### src/rtl/chroma_interp_pipe.sv
// Bilinear chroma interpolator: LANES samples per beat, 3-stage valid/ready pipeline.
// Optional 2-entry input skid buffer (adds one cycle of latency) enabled by MC_CHROMA_SKID_EN.
module chroma_interp_pipe #(
  parameter int BIT_DEPTH = 8,
  parameter int FRAC_BITS = 3,
  parameter int LANES     = 4
) (
  input  logic                         clk,
  input  logic                         rst_n,
  input  logic                         in_valid,
  output logic                         in_ready,
  input  logic [FRAC_BITS-1:0]         xfrac,
  input  logic [FRAC_BITS-1:0]         yfrac,
  input  logic [LANES*BIT_DEPTH-1:0]   a_pix,
  input  logic [LANES*BIT_DEPTH-1:0]   b_pix,
  input  logic [LANES*BIT_DEPTH-1:0]   c_pix,
  input  logic [LANES*BIT_DEPTH-1:0]   d_pix,
  input  logic                         in_last,
  output logic                         out_valid,
  input  logic                         out_ready,
  output logic [LANES*BIT_DEPTH-1:0]   out_pix,
  output logic                         out_last
);

  localparam int PW    = LANES * BIT_DEPTH;
  localparam int WW    = FRAC_BITS + 1;
  localparam int SUM_W = BIT_DEPTH + 2 * FRAC_BITS;
  localparam int S     = 1 << FRAC_BITS;
  localparam int RND   = 1 << (2 * FRAC_BITS - 1);

  logic                 s1_adv, s2_adv, s3_adv;
  logic                 src_valid;
  logic [FRAC_BITS-1:0] src_x, src_y;
  logic [PW-1:0]        src_a, src_b, src_c, src_d;
  logic                 src_last;

`ifdef MC_CHROMA_SKID_EN
  localparam int EW = 2 * FRAC_BITS + 4 * PW + 1;

  logic [EW-1:0] ent0_q, ent0_d, ent1_q, ent1_d;
  logic [EW-1:0] in_ent, head;
  logic          wr_ptr_q, wr_ptr_d, rd_ptr_q, rd_ptr_d;
  logic          in_ready_q, in_ready_d;
  logic [1:0]    cnt_q, cnt_d;
  logic          push, pop;

  assign in_ent    = {xfrac, yfrac, a_pix, b_pix, c_pix, d_pix, in_last};
  assign push      = in_valid & in_ready_q;
  assign pop       = src_valid & s1_adv;
  assign head      = rd_ptr_q ? ent1_q : ent0_q;
  assign src_valid = (cnt_q != 2'd0);
  assign {src_x, src_y, src_a, src_b, src_c, src_d, src_last} = head;
  assign in_ready  = in_ready_q;

  // in_ready is registered from the next occupancy, so out_ready never reaches it combinationally
  always_comb begin
    ent0_d   = ent0_q;
    ent1_d   = ent1_q;
    wr_ptr_d = wr_ptr_q;
    rd_ptr_d = rd_ptr_q;
    cnt_d    = cnt_q;
    if (push) begin
      if (wr_ptr_q) ent1_d = in_ent;
      else          ent0_d = in_ent;
      wr_ptr_d = ~wr_ptr_q;
    end
    if (pop) rd_ptr_d = ~rd_ptr_q;
    case ({push, pop})
      2'b10:   cnt_d = cnt_q + 2'd1;
      2'b01:   cnt_d = cnt_q - 2'd1;
      default: cnt_d = cnt_q;
    endcase
    in_ready_d = (cnt_d != 2'd2);
  end

  always_ff @(posedge clk or negedge rst_n) begin
    if (!rst_n) begin
      ent0_q     <= '0;
      ent1_q     <= '0;
      wr_ptr_q   <= 1'b0;
      rd_ptr_q   <= 1'b0;
      cnt_q      <= 2'd0;
      in_ready_q <= 1'b0;
    end else begin
      ent0_q     <= ent0_d;
      ent1_q     <= ent1_d;
      wr_ptr_q   <= wr_ptr_d;
      rd_ptr_q   <= rd_ptr_d;
      cnt_q      <= cnt_d;
      in_ready_q <= in_ready_d;
    end
  end
`else
  assign src_valid = in_valid;
  assign src_x     = xfrac;
  assign src_y     = yfrac;
  assign src_a     = a_pix;
  assign src_b     = b_pix;
  assign src_c     = c_pix;
  assign src_d     = d_pix;
  assign src_last  = in_last;
  assign in_ready  = rst_n & s1_adv;
`endif

  // Stage registers
  logic          s1_v_q, s1_v_d, s2_v_q, s2_v_d, s3_v_q, s3_v_d;
  logic [WW-1:0] wx0_q, wx0_d, wx1_q, wx1_d, wy0_q, wy0_d, wy1_q, wy1_d;
  logic [PW-1:0] a1_q, a1_d, b1_q, b1_d, c1_q, c1_d, d1_q, d1_d;
  logic          last1_q, last1_d, last2_q, last2_d;
  logic [PW-1:0] out_pix_q, out_pix_d;
  logic          out_last_q, out_last_d;
  wire  [PW-1:0] pix_res;

  assign s3_adv = !s3_v_q | out_ready;
  assign s2_adv = !s2_v_q | s3_adv;
  assign s1_adv = !s1_v_q | s2_adv;

  always_comb begin
    s1_v_d     = s1_adv ? src_valid : s1_v_q;
    wx0_d      = s1_adv ? (WW'(S) - WW'(src_x)) : wx0_q;
    wx1_d      = s1_adv ? WW'(src_x) : wx1_q;
    wy0_d      = s1_adv ? (WW'(S) - WW'(src_y)) : wy0_q;
    wy1_d      = s1_adv ? WW'(src_y) : wy1_q;
    a1_d       = s1_adv ? src_a : a1_q;
    b1_d       = s1_adv ? src_b : b1_q;
    c1_d       = s1_adv ? src_c : c1_q;
    d1_d       = s1_adv ? src_d : d1_q;
    last1_d    = s1_adv ? src_last : last1_q;
    s2_v_d     = s2_adv ? s1_v_q : s2_v_q;
    last2_d    = s2_adv ? last1_q : last2_q;
    s3_v_d     = s3_adv ? s2_v_q : s3_v_q;
    out_pix_d  = s3_adv ? pix_res : out_pix_q;
    out_last_d = s3_adv ? last2_q : out_last_q;
  end

  always_ff @(posedge clk or negedge rst_n) begin
    if (!rst_n) begin
      s1_v_q     <= 1'b0;
      s2_v_q     <= 1'b0;
      s3_v_q     <= 1'b0;
      wx0_q      <= '0;
      wx1_q      <= '0;
      wy0_q      <= '0;
      wy1_q      <= '0;
      a1_q       <= '0;
      b1_q       <= '0;
      c1_q       <= '0;
      d1_q       <= '0;
      last1_q    <= 1'b0;
      last2_q    <= 1'b0;
      out_pix_q  <= '0;
      out_last_q <= 1'b0;
    end else begin
      s1_v_q     <= s1_v_d;
      s2_v_q     <= s2_v_d;
      s3_v_q     <= s3_v_d;
      wx0_q      <= wx0_d;
      wx1_q      <= wx1_d;
      wy0_q      <= wy0_d;
      wy1_q      <= wy1_d;
      a1_q       <= a1_d;
      b1_q       <= b1_d;
      c1_q       <= c1_d;
      d1_q       <= d1_d;
      last1_q    <= last1_d;
      last2_q    <= last2_d;
      out_pix_q  <= out_pix_d;
      out_last_q <= out_last_d;
    end
  end

  // Products fit SUM_W bits because each is at most S*S*(2^BIT_DEPTH-1)
  genvar gi;
  generate
    for (gi = 0; gi < LANES; gi++) begin : g_lane
      logic [BIT_DEPTH-1:0] a_l, b_l, c_l, d_l;
      logic [SUM_W-1:0]     p_q [4];
      logic [SUM_W-1:0]     p_d [4];
      logic [SUM_W-1:0]     sum;

      assign a_l = a1_q[gi*BIT_DEPTH +: BIT_DEPTH];
      assign b_l = b1_q[gi*BIT_DEPTH +: BIT_DEPTH];
      assign c_l = c1_q[gi*BIT_DEPTH +: BIT_DEPTH];
      assign d_l = d1_q[gi*BIT_DEPTH +: BIT_DEPTH];

      always_comb begin
        p_d = p_q;
        if (s2_adv) begin
          p_d[0] = SUM_W'(wx0_q) * SUM_W'(wy0_q) * SUM_W'(a_l);
          p_d[1] = SUM_W'(wx1_q) * SUM_W'(wy0_q) * SUM_W'(b_l);
          p_d[2] = SUM_W'(wx0_q) * SUM_W'(wy1_q) * SUM_W'(c_l);
          p_d[3] = SUM_W'(wx1_q) * SUM_W'(wy1_q) * SUM_W'(d_l);
        end
      end

      always_ff @(posedge clk or negedge rst_n) begin
        if (!rst_n) p_q <= '{default: '0};
        else        p_q <= p_d;
      end

      assign sum = p_q[0] + p_q[1] + p_q[2] + p_q[3];
      assign pix_res[gi*BIT_DEPTH +: BIT_DEPTH] =
        BIT_DEPTH'((sum + SUM_W'(RND)) >> (2 * FRAC_BITS));
    end
  endgenerate

  assign out_valid = s3_v_q;
  assign out_pix   = out_pix_q;
  assign out_last  = out_last_q;

endmodule
### config.mk
export PLATFORM = sky130hd
export DESIGN_NAME = chroma_interp_pipe
export DESIGN_NICKNAME = d
export VERILOG_FILES = /design/src/rtl/chroma_interp_pipe.sv
export SDC_FILE = /design/constraint.sdc
export NUM_CORES = 2
export LEC_CHECK = 0
export CAP_MARGIN = 20
export CORE_UTILIZATION = 40
export DETAILED_ROUTE_END_ITERATION = 16
export PLACE_DENSITY = 0.63
export SLEW_MARGIN = 20
export SYNTH_ARGS = -nofsm -noshare
export SYNTH_HDL_FRONTEND = slang
export SYNTH_SLANG_ARGS = --single-unit
### constraint.sdc
create_clock -name clk -period 6.9 [get_ports clk]
set_input_delay 1.38 -clock clk [delete_from_list [all_inputs] [get_ports clk]]
set_output_delay 1.38 -clock clk [all_outputs]
set_load 0.02 [all_outputs]
==> metrics.txt <==
synthesized area per cell=8.99 um^2; First-pass DRT Iterations=7; DR top layer=met5; Non-Filler Instances=6961; Final period util=95.0%; Peak VDD IR=573 uV; fraction of registers with async set/reset=100%; initial DRC count=2245; Final Setup Violations=0; via count=35900; fmax=153 MHz; Hold Path Class=flip-flop to flip-flop; die area=120000 um^2; Worst-Margin Slew=1020 ps; Synth Register Bits=402; Final Max Tran Viols=0; WP data arrival=7080 ps; Area after DPL=51100 um^2; power consumption=28.0 mW; first-pass GRT wire length=212000 um; core area=117000 um^2; cell-internal power=13.6 mW; largest net degree at the start of global routing=173; CTS clock-pin slew for the worst setup and hold paths=60 ps; layout cells sized above 1=4.25%; Mapped Area=47400 um^2; EDFF count, synth=0; Critical Path Sink Type=flip-flop; Worst Clk Skew=40.2 ps; max_slew headroom=31.6%; Flop pwr share=15.2%; Post-CTS Setup Inserts=0; hold buffers post-CTS=0; Leak=27.3 nW; clock share of power=10.9%; critical path class=flip-flop to flip-flop; CTS tree=done; cells after synthesis=5275; IO buf count=173; syn nets=6557; CTS max path bufs=3; Ports=174; CTS Buf Count=55; antenna violations before repair=3; num rows=125; cell area after layout=53100 um^2; top_reg_cell synth=dfrtp_1; total congestion overflow=0; GRT Resource Usage Total=22.6%; Metal-1 WL=58100 um; Post-DP HPWL=105000 um; Die Y=346 um; final worst path period need=6560 ps; Max-Cap Viols=0; met2 WL post-DR=64100 um; number of global-route vias before repair=37200; most frequent cells in the layout=nand2_1 (1042), inv_1 (736), fa_1 (576); Clock Latency Late Sink=700 ps; switching pwr=14.4 mW; Setup TNS=0 ps; initial core utilization=40.6%; pwr/cell area=528 nW/um^2; RePlAce Congestion=0.905; vias per std cell=5.15; Detail Route Antenna Nets=0; count of cell types in the netlist=61; most common cell after layout, fill and taps aside=nand2_1; Die W=346 um; data required time of the worst path=7430 ps; routed wire length on met3=5870 um; clk root buf=clkbuf_16; crit start category=flip-flop; switching part of the total power=51.4%; RSZ-0062 raised after global routing=false; Post-route DRC=0; per-cell routed wire length=19.0 um; Seq/Total Area, Yosys=21.2%; Routed WL=133000 um; placed cells=6857; Comb pwr share=73.9%; synthesis warning total=0; final layout net count=6672; CP max FO=11; outcome=completed; CTS HTree Levels=2; Layout area overhead=12.0%; Final Hold Fails=0; CTS sink count=402
## power by group through the flow
stage / Combinational, mW / Clock, mW / Sequential [mW]
after floorplan: 14.3 / 0 / 3.90
after global placement: 20.2 / 0 / 4.28
after detailed placement: 20.6 / 0 / 4.29
after CTS: 20.8 / 3.13 / 4.26
after global routing: 23.4 / 3.20 / 4.34
final: 20.7 / 3.06 / 4.25
## cell families after synthesis
| kind of cell | count (synthesis) | synth area share, % |
|---|---|---|
| flip-flops | 402 | 21.2 |
| multiplexers | 12 | 0.256 |
| AO/OA/AOI/OAI | 570 | 7.36 |
| buffers and inverters | 929 | 7.43 |
| AND/OR/NAND/NOR | 1995 | 20.2 |
| XOR/XNOR | 224 | 4.25 |
| adder cells (fa/ha/maj) | 1143 | 39.3 |
## critical path, stage by stage, from the launching register on
cell	delay (ps)
dfrtp_2	430
and2_1	180
inv_1	60
fa_1	490
inv_1	50
ha_1	210
fa_1	480
xor2_2	470
buf_4	280
nand2_1	100
fa_1	480
fa_1	520
inv_1	50
fa_1	470
inv_1	50
fa_1	470
inv_1	40
ha_1	320
or2_2	320
o31ai_1	70
a21oi_1	100
a31o_2	280
o41ai_2	220
xnor2_1	160
a21oi_1	90
## registers in the layout (all words and copies together) (netlist names)
| name | count |
|---|---|
| wx1_q | 2 |
| d1_q | 32 |
| wy1_q | 2 |
| out_pix | 32 |
| c1_q | 32 |
| out_valid | 1 |
| out_last | 1 |
| last1_q | 1 |
| a1_q | 32 |
| s2_v_q | 1 |
| wy0_q | 4 |
| b1_q | 32 |
| wx0_q | 4 |
| s1_v_q | 1 |
| last2_q | 1 |
| g_lane.p_q | 224 |
## final timing paths
check | startpoint | end | slack (ps) | cells after the start
setup reg to reg | wy0_q[0] | g_lane[2].p_q[41] | 340 | 24
setup / recovery | wy0_q[0] | g_lane[2].p_q[41] | 340 | 24
min in group asynchronous | rst_n | g_lane[1].p_q[53] | 720 | 1
max in group asynchronous | rst_n | c1_q[17] | 3990 | 3
hold / removal | g_lane[3].p_q[42] | g_lane[3].p_q[42] | 470 | 2
hold reg to reg | g_lane[3].p_q[42] | g_lane[3].p_q[42] | 470 | 2
## cell type report
type                    instances  area, um^2
fillers                     11300       63700
inverters                     736        2760
diodes                          1        2.50
clock buffers                  71        1510
repair buffers                251        2450
multi-input cells            3944       34000
flip-flops and latches        402       10100
well taps                    1524        1910
clock inverters                32         419
## metal layers
metal | up-vias | global-route usage (%)
li1 | 16800 | -
met1 | 18100 | 29.8
met2 | 772 | 38.8
met3 | 188 | 2.50
met4 | 4 | 7.19
met5 | - | 0
## Yosys cell counts, drive strengths merged (4+ instances only)
cell type	count	share of area [%]
inv	736	5.8
nand4b	20	0.37
clkbuf	155	1.2
xnor2	146	2.7
a221o	4	0.084
o211ai	8	0.13
a211oi	20	0.33
a31oi	6	0.079
o22ai	4	0.053
or3	9	0.12
o41ai	11	0.28
a31o	14	0.26
or2	8	0.11
o21bai	28	0.44
or4b	10	0.21
o31ai	16	0.25
a2bb2oi	4	0.074
nor2	157	1.2
nor3	14	0.15
fa	576	24
nor3b	33	0.52
ha	567	15
nor2b	58	0.77
dfrtp	402	21
nand2	1044	8.3
o311ai	4	0.11
and2	457	6.0
mux2i	11	0.23
xor2	74	1.4
a21o	39	0.62
o21ai	145	1.5
a21oi	234	2.5
nand2b	52	0.69
nor4b	12	0.22
xnor3	4	0.19
o21a	16	0.25
nand3b	5	0.079
and3	69	0.91
nand3	40	0.42
buf	38	0.38
## timing repair
action / CTS / global route
hold endpoints to repair: 0 / 0
endpoints found under the setup margin: 0 / 9
gates resized for setup: 0 / 9
## stage by stage
step	utilization, %	setup WS [ps]	hold WS, ps
3_3_place_gp	43.7	218	454
6_report	45.4	344	473
3_5_place_dp	43.7	92.9	458
2_1_floorplan	-	366	438
4_1_cts	45.4	87.9	475
5_1_grt	45.4	52.3	501
Power figures use the tool's default switching activity.
